--- config.mk ---
export PLATFORM = sky130hd
export DESIGN_NAME = encoder8to3_pend
export DESIGN_NICKNAME = d
export VERILOG_FILES = /design/src/rtl/encoder8to3_pend.sv
export SDC_FILE = /design/constraint.sdc
export NUM_CORES = 1
export LEC_CHECK = 0
export CAP_MARGIN = 20
export CORE_UTILIZATION = 48
export DETAILED_ROUTE_END_ITERATION = 10
export PLACE_DENSITY = 0.92
export SLEW_MARGIN = 20
export SYNTH_ARGS = -nofsm -noshare
export SYNTH_HDL_FRONTEND = slang
export SYNTH_SLANG_ARGS = --single-unit
--- constraint.sdc ---
create_clock -name clk -period 3.66 [get_ports clk]
set_clock_uncertainty 0.05 [all_clocks]
set_input_delay 0.732 -clock clk [delete_from_list [all_inputs] [get_ports clk]]
set_output_delay 0.732 -clock clk [all_outputs]
set_load 0.005 [all_outputs]
--- src/rtl/encoder8to3_pend.sv ---
// encoder8to3_pend
//   Registered 8-to-3 priority encoder with a sticky pending register.
//   Request pulses on D are collected into pend_q. The index of the
//   top-priority pending bit is presented on Y with V. It is held until the
//   consumer acknowledges it, and an acknowledge clears exactly that bit.
//
// Parameters
//   HIGH_FIRST : 1 -> bit 7 has the highest priority, 0 -> bit 0 has the highest priority
//
// Ports
//   clk  : clock; all state updates on the rising edge
//   rst  : asynchronous, active-high reset
//   E    : enable; 0 freezes capture and ack, and blanks the outputs
//   D    : request lines; a high bit sets its pending bit
//   ack  : consumer acknowledge; clears the bit currently shown on Y
//   Y    : index of the top-priority pending bit (000 when V=0)
//   V    : at least one pending bit and E=1
//   M    : more than one pending bit and E=1
//   OVF  : sticky; a request hit a bit that was already pending
module encoder8to3_pend #(
    parameter int unsigned HIGH_FIRST = 1
) (
    input  logic       clk,
    input  logic       rst,
    input  logic       E,
    input  logic [7:0] D,
    input  logic       ack,
    output logic [2:0] Y,
    output logic       V,
    output logic       M,
    output logic       OVF
);

    logic [7:0] pend_q, pend_d;
    logic       ovf_q, ovf_d;
    logic [7:0] clr;
    logic [2:0] idx;
    logic [2:0] k;
    logic       xfer;

    // Scan from lowest to highest priority so that the last hit wins.
    always_comb begin
        idx = '0;
        k   = '0;
        for (int unsigned i = 0; i < 8; i++) begin
            if (HIGH_FIRST != 0) begin
                k = 3'(i);
            end else begin
                k = 3'(7 - i);
            end
            if (pend_q[k]) begin
                idx = k;
            end
        end
    end

    // Outputs depend only on the registered state and E.
    always_comb begin
        V = E & (|pend_q);
        Y = V ? idx : '0;
        // x & (x-1) clears the lowest set bit, so a nonzero result means at least two bits are set.
        M = E & (|(pend_q & (pend_q - 8'd1)));
    end

    // A set from D has priority over a clear from ack: clr is applied
    // first and D is ORed in afterwards.
    always_comb begin
        xfer   = V & ack;
        clr    = xfer ? (8'd1 << idx) : '0;
        pend_d = pend_q;
        ovf_d  = ovf_q;
        if (E) begin
            pend_d = (pend_q & ~clr) | D;
            ovf_d  = ovf_q | (|(D & pend_q & ~clr));
        end
    end

    always_ff @(posedge clk or posedge rst) begin
        if (rst) begin
            pend_q <= '0;
            ovf_q  <= 1'b0;
        end else begin
            pend_q <= pend_d;
            ovf_q  <= ovf_d;
        end
    end

    assign OVF = ovf_q;

endmodule

==> results of run 1 <==
[cell usage in the layout, fill, tap and decap left out, drive strengths merged, types with 2 or more instances in the layout]
cell type	instances
o41ai	2
clkdlybuf4s50	17
or3	4
clkbuf	4
a22o	6
nor2	3
dfrtp	9
o311a	2
o21ai	6
a31oi	2
inv	4
nand2	9
o21a	2
nor2b	2
[synthesized netlist by cell type, types with 3 or more instances]
cell type,count
dfrtp_1,9
nand2_1,9
o21ai_0,6
a22o_1,5
clkbuf_1,5
inv_1,4
nor2_1,3
[worst paths after layout]
path / from / to / slack (ps)
setup / recovery: E / M / 560
hold / removal: OVF / OVF / 510
setup reg to reg: pend_q[7] / OVF / 1660
hold reg to reg: OVF / OVF / 510
max in group asynchronous: rst / pend_q[5] / 2620
min in group asynchronous: rst / pend_q[1] / 690
[final cells by class]
class	count	area (um2)
inverter	4	15.0
multi-input combinational	53	357
clock buffer	4	26.3
fill	97	345
tap	14	17.5
sequential	9	225
timing repair buffer	17	170
[flip-flops by register name (all words and copies together) (netlist names)]
signal  cells
pend_q      8
OVF         1
[stage by stage]
step	setup WS (ps)	cell area (um2)	power (W)	hold slack, ps
6_report	559	811	0.000234	513
5_1_grt	450	811	0.000249	545
4_1_cts	566	811	0.000236	517
3_3_place_gp	605	785	0.000159	503
3_5_place_dp	567	785	0.000161	507
2_1_floorplan	1370	623	0.000136	487
[per-layer routing]
metal	global-route usage (%)	share of wire, %	vias up
met5	0	0	-
met4	0	0	0
met3	8.72	4.9	0
met2	40.3	49	17
met1	28.9	46	279
li1	-	-	297
[kinds of logic after synthesis]
group,Yosys count,synth area share [%]
AOI/OAI and AO/OA,27,33.7
buffers and inverters,10,6.63
DFF,9,36.1
adders and majority gates,1,1.61
and+or+nand+nor,25,21.9
[critical path, delay by kind of cell]
family	cells	cell delay, ps
buffers and inverters	3	1410
AO/OA/AOI/OAI	1	180
[where the power goes]
| group | internal (W) | switching (W) |
|---|---|---|
| sequential | 0.000103 | 0.0000107 |
| clock | 0.0000419 | 0.0000329 |
| combinational | 0.0000275 | 0.0000172 |
| total | 0.000173 | 0.0000608 |
==> results.txt, run 1 <==
The flow ran to the end, and the final reports show no timing, DRC or antenna violations. The fraction of final layout cells with drive strength greater than 1 came out at 10.3%. The final HPWL from detailed placement is 1.07 mm. Data on the critical path arrives at its endpoint at 2320 ps. The number of vias after detailed routing is around 590.

The diode insertion count for antenna repair came out at 0. The vertical die dimension is 38.0 um. In this run the number of H-tree levels came out at 1. The post-layout minimum cycle time is 3100 ps.

For the pin with the worst max-slew slack, the measured transition is ~470 ps. The insertion delay of the later-clocked pin in the worst-skew pair is 250 ps. The detailed-route wire length came out at 1.41 mm. In this run the horizontal extent of the chip is 38.0 um. The clock-pin transition on the worst setup and hold timing paths came out at 60 ps. The via count of the first global-routing pass came to about 560. The count of instances resized after the clock tree is built came out at 0.

The maximum single-stage delay on the critical path is 760 ps. The remaining global-route overflow is 0. The post-detailed-route wirelength per cell came out at about 14 um. The pre-antenna-repair detailed-routing pass consisted of 4 iterations. The share of flip-flops with an asynchronous set or reset after synthesis is 100%. The number of warnings issued by yosys is 0. The total core area came out at 1160 um2. Entering global routing, the biggest net connects 15 pins. For this run, the share of the core covered by cells in the final layout is 70.1%. The average instance area after synthesis came out at 8.65 um2. The clock passes through at most 2 buffers.

In this run the tightest slew margin relative to its limit is 68.8%. The number of cells in the finished layout apart from fillers came out at 101. Setup violations remaining at the end of the flow were counted as 0. The total I/O pin count is 18.

The net count of the finished layout came out at 100. After detailed routing, the number of vias per cell comes to 5.87. By area the synthesized netlist is led by dfrtp_1 36%, a22o_1 7.0%, nand2_1 5.4%. The initial antenna violation count is 0. The length in cells of the worst reg-to-reg path is 4.

In this run the worst path has a maximum fanout of 14. The number of slew-limit violations in the final report is 0. The gate count after technology mapping came out at 72. The remaining number of nets flagged by the antenna check after routing is 0.

The maximum vdd ir drop came out at 211 uV. The number of nets handed over by synthesis was 84. The number of design rule violations left after detail routing came out at 0. The buffers inserted during post-CTS setup optimization came out at 0. The instance count after placement with tap cells included came out at 97. The quantity of I/O buffers inserted on ports is 17. The worst hold path belongs to the class flop to flop.

The share of the synthesized area in the top cell type is about 36%. Sequential cells were found to cover approximately 36% of the synthesized design area. Summed over all failing endpoints, the final setup total negative slack is 0 ps. The tree built by TritonCTS fans out to 9 sinks.

STA classifies the critical path startpoint as a primary input. The area of the die is approximately 1400 um2. The count of different cell masters after synthesis is 32. The static leakage power is between 0.3 and 0.4 nW. The weighted congestion reported at the end of routability-driven placement came out at slightly above 0.8. The critical path goes through clkdlybuf4s50_1, inv_1, a41oi_1, clkdlybuf4s50_1. The most numerous cell type found on the critical path is clkdlybuf4s50_1. The cell type with the highest aggregate area in the netlist is dfrtp_1.

Among all flip-flop cells after synthesis, the most frequent one is dfrtp_1. For this design, the CTS-stage hold fixing added 0 buffers. The number of register bits inferred by synthesis is 9. The number of CTS-inserted buffers came out at 3. The effective utilization at floorplan is 53.9%. The area growth from synthesis to layout is 30.1%. The type of the worst setup path is primary input to output port. Among all stages on the critical path, the largest delay is contributed by clkdlybuf4s50_1. The portion of the clock cycle consumed by the worst path in the final layout came out at 84.7%.

The DRC violation total after the first TritonRoute iteration is 19. The number of hold violations in the final report came out at 0. TritonCTS built the clock tree. The endpoint class of the critical path is an output port. The initialized floorplan defines 12 standard-cell rows. The root buffer selected by CTS is clkbuf_4. The netlist area before placement came out at 623 um2. Along the worst hold path, the cell count comes to 2. Across the run, the number of max-cap violations was 0. The count of flip-flops with a built-in enable after synthesis came out at 0.

The maximum clock frequency came out at 322 MHz. The global-route wire length before repair came out at 2.36 mm. The total power divided by cell area is ~290 nW/um2. The required time of the critical path is 2880 ps. The overall global routing resource usage is 23.2%. Setup repair after global routing left no endpoint under its margin.
Power figures use the tool's default switching activity.
==> inputs of run 2 (changes only) <==
--- a/config.mk
+++ b/config.mk
@@ -6,9 +6,9 @@
 export NUM_CORES = 1
 export LEC_CHECK = 0
 export CAP_MARGIN = 20
-export CORE_UTILIZATION = 48
+export CORE_UTILIZATION = 45
 export DETAILED_ROUTE_END_ITERATION = 10
-export PLACE_DENSITY = 0.92
+export PLACE_DENSITY = 0.87
 export SLEW_MARGIN = 20
 export SYNTH_ARGS = -nofsm -noshare
 export SYNTH_HDL_FRONTEND = slang
==> constraint.sdc (replaced) <==
create_clock -name clk -period 3.15 [get_ports clk]
set_clock_uncertainty 0.05 [all_clocks]
set_input_delay 0.63 -clock clk [delete_from_list [all_inputs] [get_ports clk]]
set_output_delay 0.63 -clock clk [all_outputs]
set_load 0.005 [all_outputs]
==> results.txt, run 2 (synthesized netlist as in run 1, its figures left out) <==
The worst hold path belongs to the class flop to flop. The number of iterations in the first detailed-routing pass is 4 (unchanged). The number of flip-flops under the largest register name is 8 (unchanged).

The worst setup slack for register-to-register paths came out at 1100 ps (-560 ps). The buffers inserted during post-CTS setup optimization came out at 0 (unchanged). The maximum clock path buffer count came out at 2 (unchanged). The most common cell after layout, fill and taps aside is clkdlybuf4s50_1. The number of vias after detailed routing is 629 (+6.1%).

The critical path starts at pend_q[5]. The count of instances resized after the clock tree is built is 0 (unchanged). The hold buffer count at cts is 0 (unchanged). Static timing analysis puts the maximum clock frequency at between 300 and 400 MHz. The number of slew-limit violations in the final report came out at 0 (unchanged). The worst hold path begins at OVF. The detailed-route wire length is 1.52 mm (+7.4%). The fraction of final layout cells with drive strength greater than 1 was 12.4% (+2.0 points). The filler cell count in the final layout came out at 122 (+26%). The DRC violation total after the first TritonRoute iteration is 24 (+5). The overall global routing resource usage is 24.7% (+1.4 points).

The length in cells of the worst reg-to-reg path came out at 4 (unchanged). The quantity of I/O buffers inserted on ports is 17 (unchanged). The run finished with clean final reports.

The vertical die dimension is 39.2 um (+3.1%). The largest net degree at the start of global routing is 12 (-3). The total I/O pin count is 18 (unchanged). The final design utilization is 63.6% (-6.6 points). The remaining global-route overflow is 0 (unchanged). The initial antenna violation count came out at 0 (unchanged). The routed via count divided by cell count came out at 6.05 (+3.0%). The CTS sink count came out at 9 (unchanged). The number of maximum-capacitance constraint violations was 0 (unchanged). The weighted congestion reported at the end of routability-driven placement is 0.849 (+5.5%).

The net count of the finished layout came to 102 (+2.0%). The clock-pin transition on the worst setup and hold timing paths came to 60 ps (about the same). The setup violation total in the final timing report was 0 (unchanged).

In the layout the commonest cells are 17 x clkdlybuf4s50_1, 9 x dfrtp_1, 9 x nand2_1, 6 x o21ai_0, 5 x a22o_1. The number of design rule violations left after detail routing came out at 0 (unchanged). The post-detailed-route wirelength per cell is 14.6 um (+4.3%). The effective utilization at floorplan came out at 47.9% (-6.0 points). The insertion delay of the later-clocked pin in the worst-skew pair came out at 260 ps (about the same).

The number of CTS-inserted buffers came out at 3 (unchanged). The portion of the clock cycle consumed by the worst path in the final layout came out at 93.5%. The required time of the critical path came to 2470 ps (-410 ps). The total power divided by cell area is 336 nW/um2 (+16%). The worst setup path is launched from a flop.

Setup repair after global routing left no endpoint under its margin. The root buffer cell chosen for the clock tree is clkbuf_4. The number of rows created at floorplan came out at 13 (+1). TritonCTS built the clock tree. The worst hold-check slack came out at 525 ps (+12.3 ps).

The final HPWL from detailed placement came to 1.13 mm (+5.3%). The area of the die came out at 1540 um2 (+6.3%). The total negative slack came out at 0 ps (unchanged).

The maximum net fanout on the critical path was 8 (-6). The slew at the pin closest to its max-slew limit is 374 ps (-92.9 ps). The headroom to the max-slew limit is 74.8% (+6.0 points).

The via count of the first global-routing pass came out at 558 (+0.18%). The static leakage power is 0.322 nW (+3.1%). The total core area came out at 1300 um2 (+13%). The post-layout minimum cycle time is 2950 ps. The width of the die is 39.2 um (+3.1%). The worst endpoint data arrival time is 2270 ps (-50 ps).

The worst register-to-register path begins at pend_q[5]. The number of cells in the finished layout apart from fillers came out at 104 (+3.0%). The maximum level of the CTS H-tree is 1 (unchanged). The endpoint identified for the worst register-to-register timing path is OVF.

The number of hold violations in the final report is 0 (unchanged). The global-route wire length before repair is 2.48 mm (+5.3%). The maximum vdd ir drop is 223 uV (+5.3%). The diode insertion count for antenna repair is 0 (unchanged).

The path with the worst hold slack has its endpoint at OVF. The largest register by flop count is pend_q. The depth of the worst hold-timing path is 2 (unchanged). The instance count after placement with tap cells included is 100 (+3.1%). The remaining number of nets flagged by the antenna check after routing came to 0 (unchanged). The worst setup path is captured at an output port. The type of the worst setup path is flop to output port.

The synthesis-to-layout area growth is 32.7%.
run 2: area by class of cell:
class | count | area, um2 | area share, %
clock buffers | 4 | 26.3 | 3.18
multi-input cells | 53 | 357 | 43.1
inverters | 4 | 15.0 | 1.82
flip-flops and latches | 9 | 225 | 27.2
repair buffers | 19 | 185 | 22.4
well taps | 15 | 18.8 | 2.27
run 2: power breakdown:
part,internal [W],switching [W]
logic,0.0000346,0.0000249
clock network,0.0000488,0.0000402
registers,0.000120,0.00000885
run 2: per-stage QoR:
stage | power (W) | worst slack [ps] | instance area, um2
2_1_floorplan | 0.000158 | 961 | 623
4_1_cts | 0.000279 | 207 | 827
6_report | 0.000278 | 205 | 827
3_3_place_gp | 0.000189 | 495 | 801
5_1_grt | 0.000296 | 101 | 827
3_5_place_dp | 0.000190 | 461 | 801
run 2: worst max-delay path, stage by stage, from the launching register on:
cell	delay [ps]
dfrtp_1	460
or3_4	430
or3_1	370
o21a_1	200
o21a_1	100
clkdlybuf4s50_1	440
run 2: worst max path at each step:
| stage | to | slack (ps) | cells past startpoint |
|---|---|---|---|
| final | Y[0] | 200 | 5 |
| after detailed placement | Y[1] | 460 | 4 |
| after CTS | Y[0] | 210 | 5 |
| after floorplan | Y[0] | 960 | 5 |
| after global placement | Y[1] | 500 | 4 |
| after global routing | M | 100 | 5 |
run 2: routing by layer:
metal	vias to the layer above	track usage (%)	routed length, um
li1	306	-	-
met1	303	33.1	677
met2	18	37.5	736
met3	2	5.78	93
met4	0	10.3	7
met5	-	0	0
